`src/rtl/alu_serial_if.sv`:
```
// alu_serial_if: request/response bundle for the bit-serial ALU.
// The master drives start/operands; the slave returns status and result.
interface alu_serial_if;
   logic        start;
   logic [31:0] src1;
   logic [31:0] src2;
   logic [3:0]  ALU_control;
   logic        busy;
   logic        done;
   logic [31:0] result;
   logic        zero;
   logic        cout;
   logic        overflow;

   modport master (
      output start, src1, src2, ALU_control,
      input  busy, done, result, zero, cout, overflow
   );

   modport slave (
      input  start, src1, src2, ALU_control,
      output busy, done, result, zero, cout, overflow
   );
endinterface

```
`src/rtl/alu_serial.sv`:
```
// alu_serial: bit-serial 32-bit ALU, one slice per clock, LSB first.
// Fixed 34-cycle latency from accept to the done pulse.
module alu_serial (
   input  logic         clk,
   input  logic         rst_n,
   alu_serial_if.slave  bus
);

   typedef enum logic [1:0] {
      IDLE,
      RUN,
      FIX,
      DONE
   } state_t;

   state_t      state;
   logic [31:0] a_q;
   logic [31:0] b_q;
   logic [3:0]  ctl_q;
   logic [4:0]  cnt;
   logic        carry;
   logic [31:0] sreg;
   logic        set_q;
   logic        msb_cin;
   logic        msb_cout;
   logic        busy_q;
   logic        done_q;
   logic [31:0] result_q;
   logic        zero_q;
   logic        cout_q;
   logic        ovf_q;

   logic        a_bit;
   logic        b_bit;
   logic        sum;
   logic        cnext;
   logic        slice_out;
   logic [31:0] fix_res;

   // one ALU slice on bit cnt; LESS emits 0 here, bit 0 is patched later
   always_comb begin
      a_bit     = a_q[cnt] ^ ctl_q[3];
      b_bit     = b_q[cnt] ^ ctl_q[2];
      sum       = a_bit ^ b_bit ^ carry;
      cnext     = (a_bit & b_bit) | (a_bit & carry) | (b_bit & carry);
      slice_out = 1'b0;
      case (ctl_q[1:0])
         2'b00:   slice_out = a_bit & b_bit;
         2'b01:   slice_out = a_bit | b_bit;
         2'b10:   slice_out = sum;
         default: slice_out = 1'b0;
      endcase
   end

   // final result: SLT takes the raw sign of the difference into bit 0
   always_comb begin
      fix_res = sreg;
      if (ctl_q[1:0] == 2'b11) begin
         fix_res[0] = set_q;
      end
   end

   // control FSM, datapath shift register and registered outputs
   always_ff @(posedge clk or negedge rst_n) begin
      if (!rst_n) begin
         state    <= IDLE;
         a_q      <= '0;
         b_q      <= '0;
         ctl_q    <= '0;
         cnt      <= '0;
         carry    <= 1'b0;
         sreg     <= '0;
         set_q    <= 1'b0;
         msb_cin  <= 1'b0;
         msb_cout <= 1'b0;
         busy_q   <= 1'b0;
         done_q   <= 1'b0;
         result_q <= '0;
         zero_q   <= 1'b0;
         cout_q   <= 1'b0;
         ovf_q    <= 1'b0;
      end else begin
         case (state)
            IDLE: begin
               done_q <= 1'b0;
               if (bus.start) begin
                  a_q    <= bus.src1;
                  b_q    <= bus.src2;
                  ctl_q  <= bus.ALU_control;
                  cnt    <= '0;
                  carry  <= bus.ALU_control[2];
                  busy_q <= 1'b1;
                  state  <= RUN;
               end
            end
            RUN: begin
               sreg  <= {slice_out, sreg[31:1]};
               carry <= cnext;
               if (cnt == 5'd31) begin
                  set_q    <= sum;
                  msb_cin  <= carry;
                  msb_cout <= cnext;
                  state    <= FIX;
               end else begin
                  cnt <= cnt + 5'd1;
               end
            end
            FIX: begin
               result_q <= fix_res;
               zero_q   <= (fix_res == 32'd0);
               cout_q   <= (ctl_q[1:0] == 2'b10) & msb_cout;
               ovf_q    <= ctl_q[1] & (msb_cin ^ msb_cout);
               done_q   <= 1'b1;
               state    <= DONE;
            end
            DONE: begin
               done_q <= 1'b0;
               busy_q <= 1'b0;
               state  <= IDLE;
            end
            default: begin
               state <= IDLE;
            end
         endcase
      end
   end

   assign bus.busy     = busy_q;
   assign bus.done     = done_q;
   assign bus.result   = result_q;
   assign bus.zero     = zero_q;
   assign bus.cout     = cout_q;
   assign bus.overflow = ovf_q;

endmodule

```
`src/flat_wrapper.sv`:
```
// flat-port wrapper written by rule: the top's interface ports become plain ports
module alu_serial_flat 
  (clk, rst_n, bus_start, bus_src1, bus_src2, bus_ALU_control, bus_busy, bus_done, bus_result, bus_zero, bus_cout, bus_overflow);
  alu_serial_if bus_i ();
  input  logic clk;
  input  logic rst_n;
  input wire logic [$bits(bus_i.start)-1:0] bus_start;
  input wire logic [$bits(bus_i.src1)-1:0] bus_src1;
  input wire logic [$bits(bus_i.src2)-1:0] bus_src2;
  input wire logic [$bits(bus_i.ALU_control)-1:0] bus_ALU_control;
  output wire logic [$bits(bus_i.busy)-1:0] bus_busy;
  output wire logic [$bits(bus_i.done)-1:0] bus_done;
  output wire logic [$bits(bus_i.result)-1:0] bus_result;
  output wire logic [$bits(bus_i.zero)-1:0] bus_zero;
  output wire logic [$bits(bus_i.cout)-1:0] bus_cout;
  output wire logic [$bits(bus_i.overflow)-1:0] bus_overflow;
  assign bus_i.start = bus_start;
  assign bus_i.src1 = bus_src1;
  assign bus_i.src2 = bus_src2;
  assign bus_i.ALU_control = bus_ALU_control;
  assign bus_busy = bus_i.busy;
  assign bus_done = bus_i.done;
  assign bus_result = bus_i.result;
  assign bus_zero = bus_i.zero;
  assign bus_cout = bus_i.cout;
  assign bus_overflow = bus_i.overflow;
  alu_serial u_core (.clk(clk), .rst_n(rst_n), .bus(bus_i));
endmodule
```
`config.mk`:
```
export PLATFORM = sky130hd
export DESIGN_NAME = alu_serial_flat
export DESIGN_NICKNAME = d
export VERILOG_FILES = /design/src/rtl/alu_serial_if.sv /design/src/rtl/alu_serial.sv /design/src/flat_wrapper.sv
export SDC_FILE = /design/constraint.sdc
export NUM_CORES = 1
export LEC_CHECK = 0
export CORE_MARGIN = 3
export CORE_UTILIZATION = 53
export DETAILED_ROUTE_END_ITERATION = 10
export PLACE_DENSITY = 0.79
export SLEW_MARGIN = 10
export SYNTH_ARGS = -nofsm -noshare
export SYNTH_HDL_FRONTEND = slang
export SYNTH_SLANG_ARGS = --single-unit
```
`constraint.sdc`:
```
create_clock -name clk -period 3.5 [get_ports clk]
set_clock_uncertainty 0.2 [all_clocks]
set_input_delay 0.7 -clock clk [delete_from_list [all_inputs] [get_ports clk]]
set_output_delay 0.7 -clock clk [all_outputs]
set_load 0.03 [all_outputs]
```
* Word-level counts from Yosys, hierarchy flattened
Index checks and enable logic that the tools add are counted.
** Word-level totals
- Word-level logic and storage cells :: 71
- Input bits :: 71
- Output and inout bits :: 37
- Register bits after elaboration :: 148
** Operators by class
- Mux-type cells :: 17
- Reductions and logical operators :: 13
- $lt $le $gt $ge :: 1
- Bitwise gates (word level) :: 13
- Equality and inequality tests :: 10
- $add $sub $neg :: 1
** Operator list (count)
- 32-bit logical NOT :: 1
- 1-bit binary-select mux with 5-bit select :: 2
- 5-bit two-way mux :: 2
- 5-bit case mux with 2 select lines :: 1
- 2-bit AND reduction :: 5
- 2-bit equality test, second input constant :: 4
- 2-bit case mux with 4 select lines :: 1
- 5-bit by 6-bit < comparator with 1-bit output, second input constant :: 1
- 1-bit case mux with 2 select lines :: 3
- 2-bit nonzero test :: 3
- 5-bit by 1-bit adder with 5-bit output, second input constant :: 1
- 1-bit bitwise AND :: 5
- 5-bit equality test, second input constant :: 1
- 1-bit two-way mux :: 5
- 1-bit XOR :: 5
- 2-bit by 1-bit equality test with 1-bit output, second input constant :: 2
- 2-bit logical NOT :: 2
- 2-bit two-way mux :: 2
- 2-bit != test, second input constant :: 2
- 1-bit bitwise OR :: 3
- 1-bit case mux with 3 select lines :: 1
- 3-bit AND reduction :: 1
- 2-bit by 1-bit != test with 1-bit output, second input constant :: 1
- 2-bit OR reduction :: 1

* Longest topological paths before layout
- Depth after elaboration :: 7
- Gate-level depth with buffers :: 13
- Depth with buffers taken out :: 10

* Least setup slack after synthesis
OpenSTA, ideal clock, no wires.
- Path type :: flip-flop to flip-flop
- Start point :: register u_core.cnt[0]
- End point :: register u_core.sreg[31]
- Arrival time :: 2.483 ns
- Stages on the path, launching flop included :: 14
- Data required time :: 3.163 ns
- Clock period less this slack :: 2.820 ns
- Library setup time :: 0.137 ns
- Slack :: 0.680 ns
- Path buffers :: 3
- Cell sequence :: dfrtp_1 -> buf_6 -> buf_12 -> buf_12 -> mux2i_1 -> a221oi_1 -> o21ai_1 -> a22oi_2 -> xor2_1 -> fa_1 -> mux2i_1 -> nor2_1 -> a21oi_1 -> a21oi_1
** Between the ends
- Word-level cells in the longest chain between the ends :: 6
- Elaborated cells on any way between the ends :: 11
- Those cells by class :: 5 x mux; 6 x bitwise
** RTL lines
- start: declaration :: RTL line alu_serial.sv:20 : logic [4:0] cnt;
- start signal: assignment :: RTL line alu_serial.sv:105 : cnt <= cnt + 5'd1;
- 1-bit binary-select mux with 5-bit select (on tied branches) :: RTL line alu_serial.sv:42, alu_serial.sv:43
- 1-bit two-way mux (on tied branches) :: RTL line alu_serial.sv:42, alu_serial.sv:43
- 1-bit XOR (on tied branches) :: RTL line alu_serial.sv:42, alu_serial.sv:43
- 1-bit XOR * (2 in series) :: RTL line alu_serial.sv:44 : sum = a_bit ^ b_bit ^ carry;
- net u_core.sum :: RTL line alu_serial.sv:35 : logic sum;
- 1-bit case mux with 3 select lines * :: RTL line alu_serial.sv:47 : case (ctl_q[1:0])
- end signal: assignment :: RTL line alu_serial.sv:97 : sreg <= {slice_out, sreg[31:1]};
- end: declaration :: RTL line alu_serial.sv:22 : logic [31:0] sreg;
The timed path passes the listed nets; every way through them passes the cells marked *. The select of a mux whose other input is x is not followed.
A chain may end at the register's enable or synchronous reset.

* Final worst setup path
Ends and elaborated chain as after synthesis.

==> summary.txt <==
Run status
  – Status: complete, no violations

Clock tree
  – CTS buffer count: 17
  – CTS sink count: 148
  – Clock Tree Root: clkbuf_16
  – Clk buf depth: 2
  – Hold buffers post-CTS: 0
  – H-Tree Depth: 4
  – Worst-Skew Late Latency: 420 ps
  – CTS tree: done
  – Clk slew on worst S/H paths: 60 ps

Worst setup path
  – CP Max Fanout: 20
  – Critical Setup Path Class: register to register
  – CP delay by family, top: multiplexers
  – Critical Path Max Stage Delay: 580 ps
  – CP required: 3570 ps
  – Worst setup SP type: register
  – Cell mode on critical path: a21oi_1
  – Worst setup EP type: register
  – Buf/Inv on CP: 1
  – Crit-path cells: buf_12 -> mux4_1 -> o21ai_0 -> a22oi_2 -> xor2_1 -> fa_1 -> mux2i_1 -> nor2_1 -> a21oi_1 -> a21oi_1
  – CP max-delay cell: mux4_1
  – Crit path arrival time: 3250 ps

STA
  – Final hold slack: 83.86 ps
  – F_max: 314.0 MHz
  – Slew of the pin with the lowest slew margin: 700.5 ps
  – RSZ-0062 raised after global routing: no
  – Final Cycle Share: 90.99%
  – Sum Neg Setup Slack: 0 ps
  – Setup violators final: 0
  – Final hold vios: 0
  – Fin crit period: 3185 ps
  – Max Slew Vio Count: 0
  – Worst slew margin: 53.30%

Run
  – Max cap viols: 0

GRT
  – Total track usage: 20.61%
  – Largest net degree at the start of global routing: 76
  – Initial antenna violation count: 0
  – Grt total ovfl: 0
  – Vias in the first global route: 4,318
  – First-pass GRT wire length: 21,490 µm

Yosys
  – Post-synth EDFFs: 0
  – YS warnings: 0
  – Yosys top cell area share: 57.02%
  – Mux cell area share after synthesis: 29.57%
  – XOR/XNOR share of the synthesized area: 0.6742%
  – Most used DFF post-synth: dfrtp_1
  – Sequential area share after synthesis: 57.02%
  – Synth Cell Area: 0.006495 mm²
  – Cell taking the most area after synthesis: dfrtp_1
  – Post-synthesis adder-cell area fraction: 2.042%
  – Most frequent cell after synthesis: dfrtp_1
  – Top cells by count, synth: dfrtp_1 (148), mux2_2 (135), mux2i_1 (19), nand2_1 (11)
  – Flops & latches, synth: 148
  – Synth top area cells: dfrtp_1 (57%), mux2_2 (23%), mux4_1 (3.2%)
  – Synth unique cells: 42
  – Mapped Avg Cell Area: 14.79 µm²
  – Simple-gate share of the synthesized area: 3.294%
  – Async set-reset flop share out of synthesis: 100.0%
  – Syn nets: 520
  – Largest family of logic cells by synthesized area: multiplexers
  – Post-Synthesis Cells: 439
  – Synth Area in Compound Gates: 4.758%

Detailed routing
  – Via Count: 3,978
  – Wire length per cell after detailed routing: 18.54 µm
  – Antenna Violating Nets Remaining: 0
  – Routed wire length: 13,140 µm
  – Detail-routed via count per cell: 5.611
  – Remaining DRCs: 0
  – Detailed Route Iter0 Violations: 242
  – DR pass1 iterations: 4

Floorplan
  – I/O pin cnt: 108
  – Core Area: 0.01171 mm²
  – Initial Util: 55.46%
  – Die Span Y: 116.7 µm
  – Rows: 39
  – Die Wd: 116.7 µm
  – DIE AREA: 0.01362 mm²

Power and ir drop
  – Overall power: 7.984 mW
  – Pwr dens: 951.1 mW/mm²
  – Worst vdd ir: 0.4131 mV
  – Cell leakage power: 3.680 nW

Final layout
  – Final nets: 634
  – Area grow syn2layout: 29.24%
  – Layout cells sized above 1: 33.22%
  – Area of the multi-input gates: 0.002625 mm²
  – Post-Layout Cell Count: 709
  – Seq. cell area: 0.003705 mm²
  – FILL cells: 793
  – Final Util: 71.68%
  – Antenna Cells: 0

Placed design
  – # port buffers: 107
  – DPL Wire Length: 8996 µm
  – Placed Cells: 677
  – Routability cong.: 0.7745

Min path
  – Hold Crit Class: primary input to asynchronous set/reset pin
==> final timing paths <==
| kind | start | to | slack (ps) | depth (start not counted) |
|---|---|---|---|---|
| worst max-delay path | u_core.cnt[0] | u_core.sreg[31] | 320 | 10 |
| worst min-delay path | rst_n | u_core.bus.result[24] | 80 | 1 |
| worst max register to register | u_core.cnt[0] | u_core.sreg[31] | 320 | 10 |
| worst min register to register | u_core.a_q[12] | u_core.a_q[12] | 300 | 1 |
| max in group asynchronous | rst_n | u_core.sreg[30] | 2230 | 2 |
| min in group clk | u_core.a_q[12] | u_core.a_q[12] | 300 | 1 |
==> state kept, by name (all words and copies together), names as in the netlist, 2 cells and up <==
name / cells
u_core.b_q: 32
u_core.cnt: 5
u_core.a_q: 32
u_core.bus.result: 32
u_core.state: 2
u_core.ctl_q: 4
u_core.sreg: 32
==> cell usage in the layout, fill, tap and decap left out, types with 3 or more instances in the layout <==
cell type / synthesis / layout
a21oi_1: 6 / 6
a221oi_1: 3 / 3
a22o_1: 4 / 4
a31oi_1: 3 / 3
buf_12: 2 / 3
buf_4: 2 / 9
bufinv_16: 0 / 5
clkbuf_16: 0 / 17
clkdlybuf4s50_1: 0 / 106
clkinvlp_4: 0 / 4
dfrtp_1: 148 / 147
ha_1: 9 / 8
inv_1: 6 / 6
inv_6: 0 / 3
mux2_2: 135 / 135
mux2i_1: 19 / 19
mux4_1: 8 / 8
nand2_1: 11 / 10
nor2_1: 9 / 9
nor2b_1: 5 / 5
nor4_1: 8 / 8
o21ai_0: 10 / 10
xnor2_1: 3 / 3
==> worst register-to-register path, stage by stage (launching register included) <==
cell and delay (ps):
dfrtp_2 490, buf_12 210, mux4_1 600, o21ai_0 230, a22oi_2 140, xor2_1 280, fa_1 460, mux2i_1 150
nor2_1 60, a21oi_1 150, a21oi_1 80
==> logic make-up (layout without fill, tap and decap cells) <==
family	count (synthesis)	in the layout
simple gates	41	41
fa+ha+maj	10	10
xor+xnor	5	5
mux	162	162
buf+inv	30	157
compound gates	43	43
flops	148	148
==> report_power, final <==
group,switching [mW],internal [mW]
Clock,0.717,1.29
Sequential,0.517,2.42
Combinational,1.40,1.64
Total,2.63,5.35
==> cell type report <==
class                           count  share of cell area [%]
Multi-Input combinational cell    261                   31.27
Inverter                            6                  0.2683
Timing Repair Buffer              119                   14.29
Tap cell                          143                   2.131
Sequential cell                   148                   44.13
Clock buffer                       18                   5.232
Clock inverter                     14                   2.668
==> per-layer routing <==
layer	track usage (%)	up-vias	wire length, µm
li1	-	1846	-
met5	0	-	0
met4	7.187	0	135
met1	27.48	2029	5957
met2	33.83	91	6537
met3	4.249	12	513
==> what timing repair did <==
action | CTS | global route
setup buffers | 0 | 0
endpoints found under the setup margin | 0 | 1
gates resized for setup | 0 | 1
==> through the flow <==
| stage | cell area (µm²) | setup slack (ps) |
|---|---|---|
| 6_report | 8394 | 315.5 |
| 2_1_floorplan | 6495 | 680.0 |
| 3_3_place_gp | 7730 | 355.0 |
| 4_1_cts | 8393 | 212.8 |
| 5_1_grt | 8394 | 86.19 |
| 3_5_place_dp | 7730 | 278.4 |
Power figures use the tool's default switching activity.
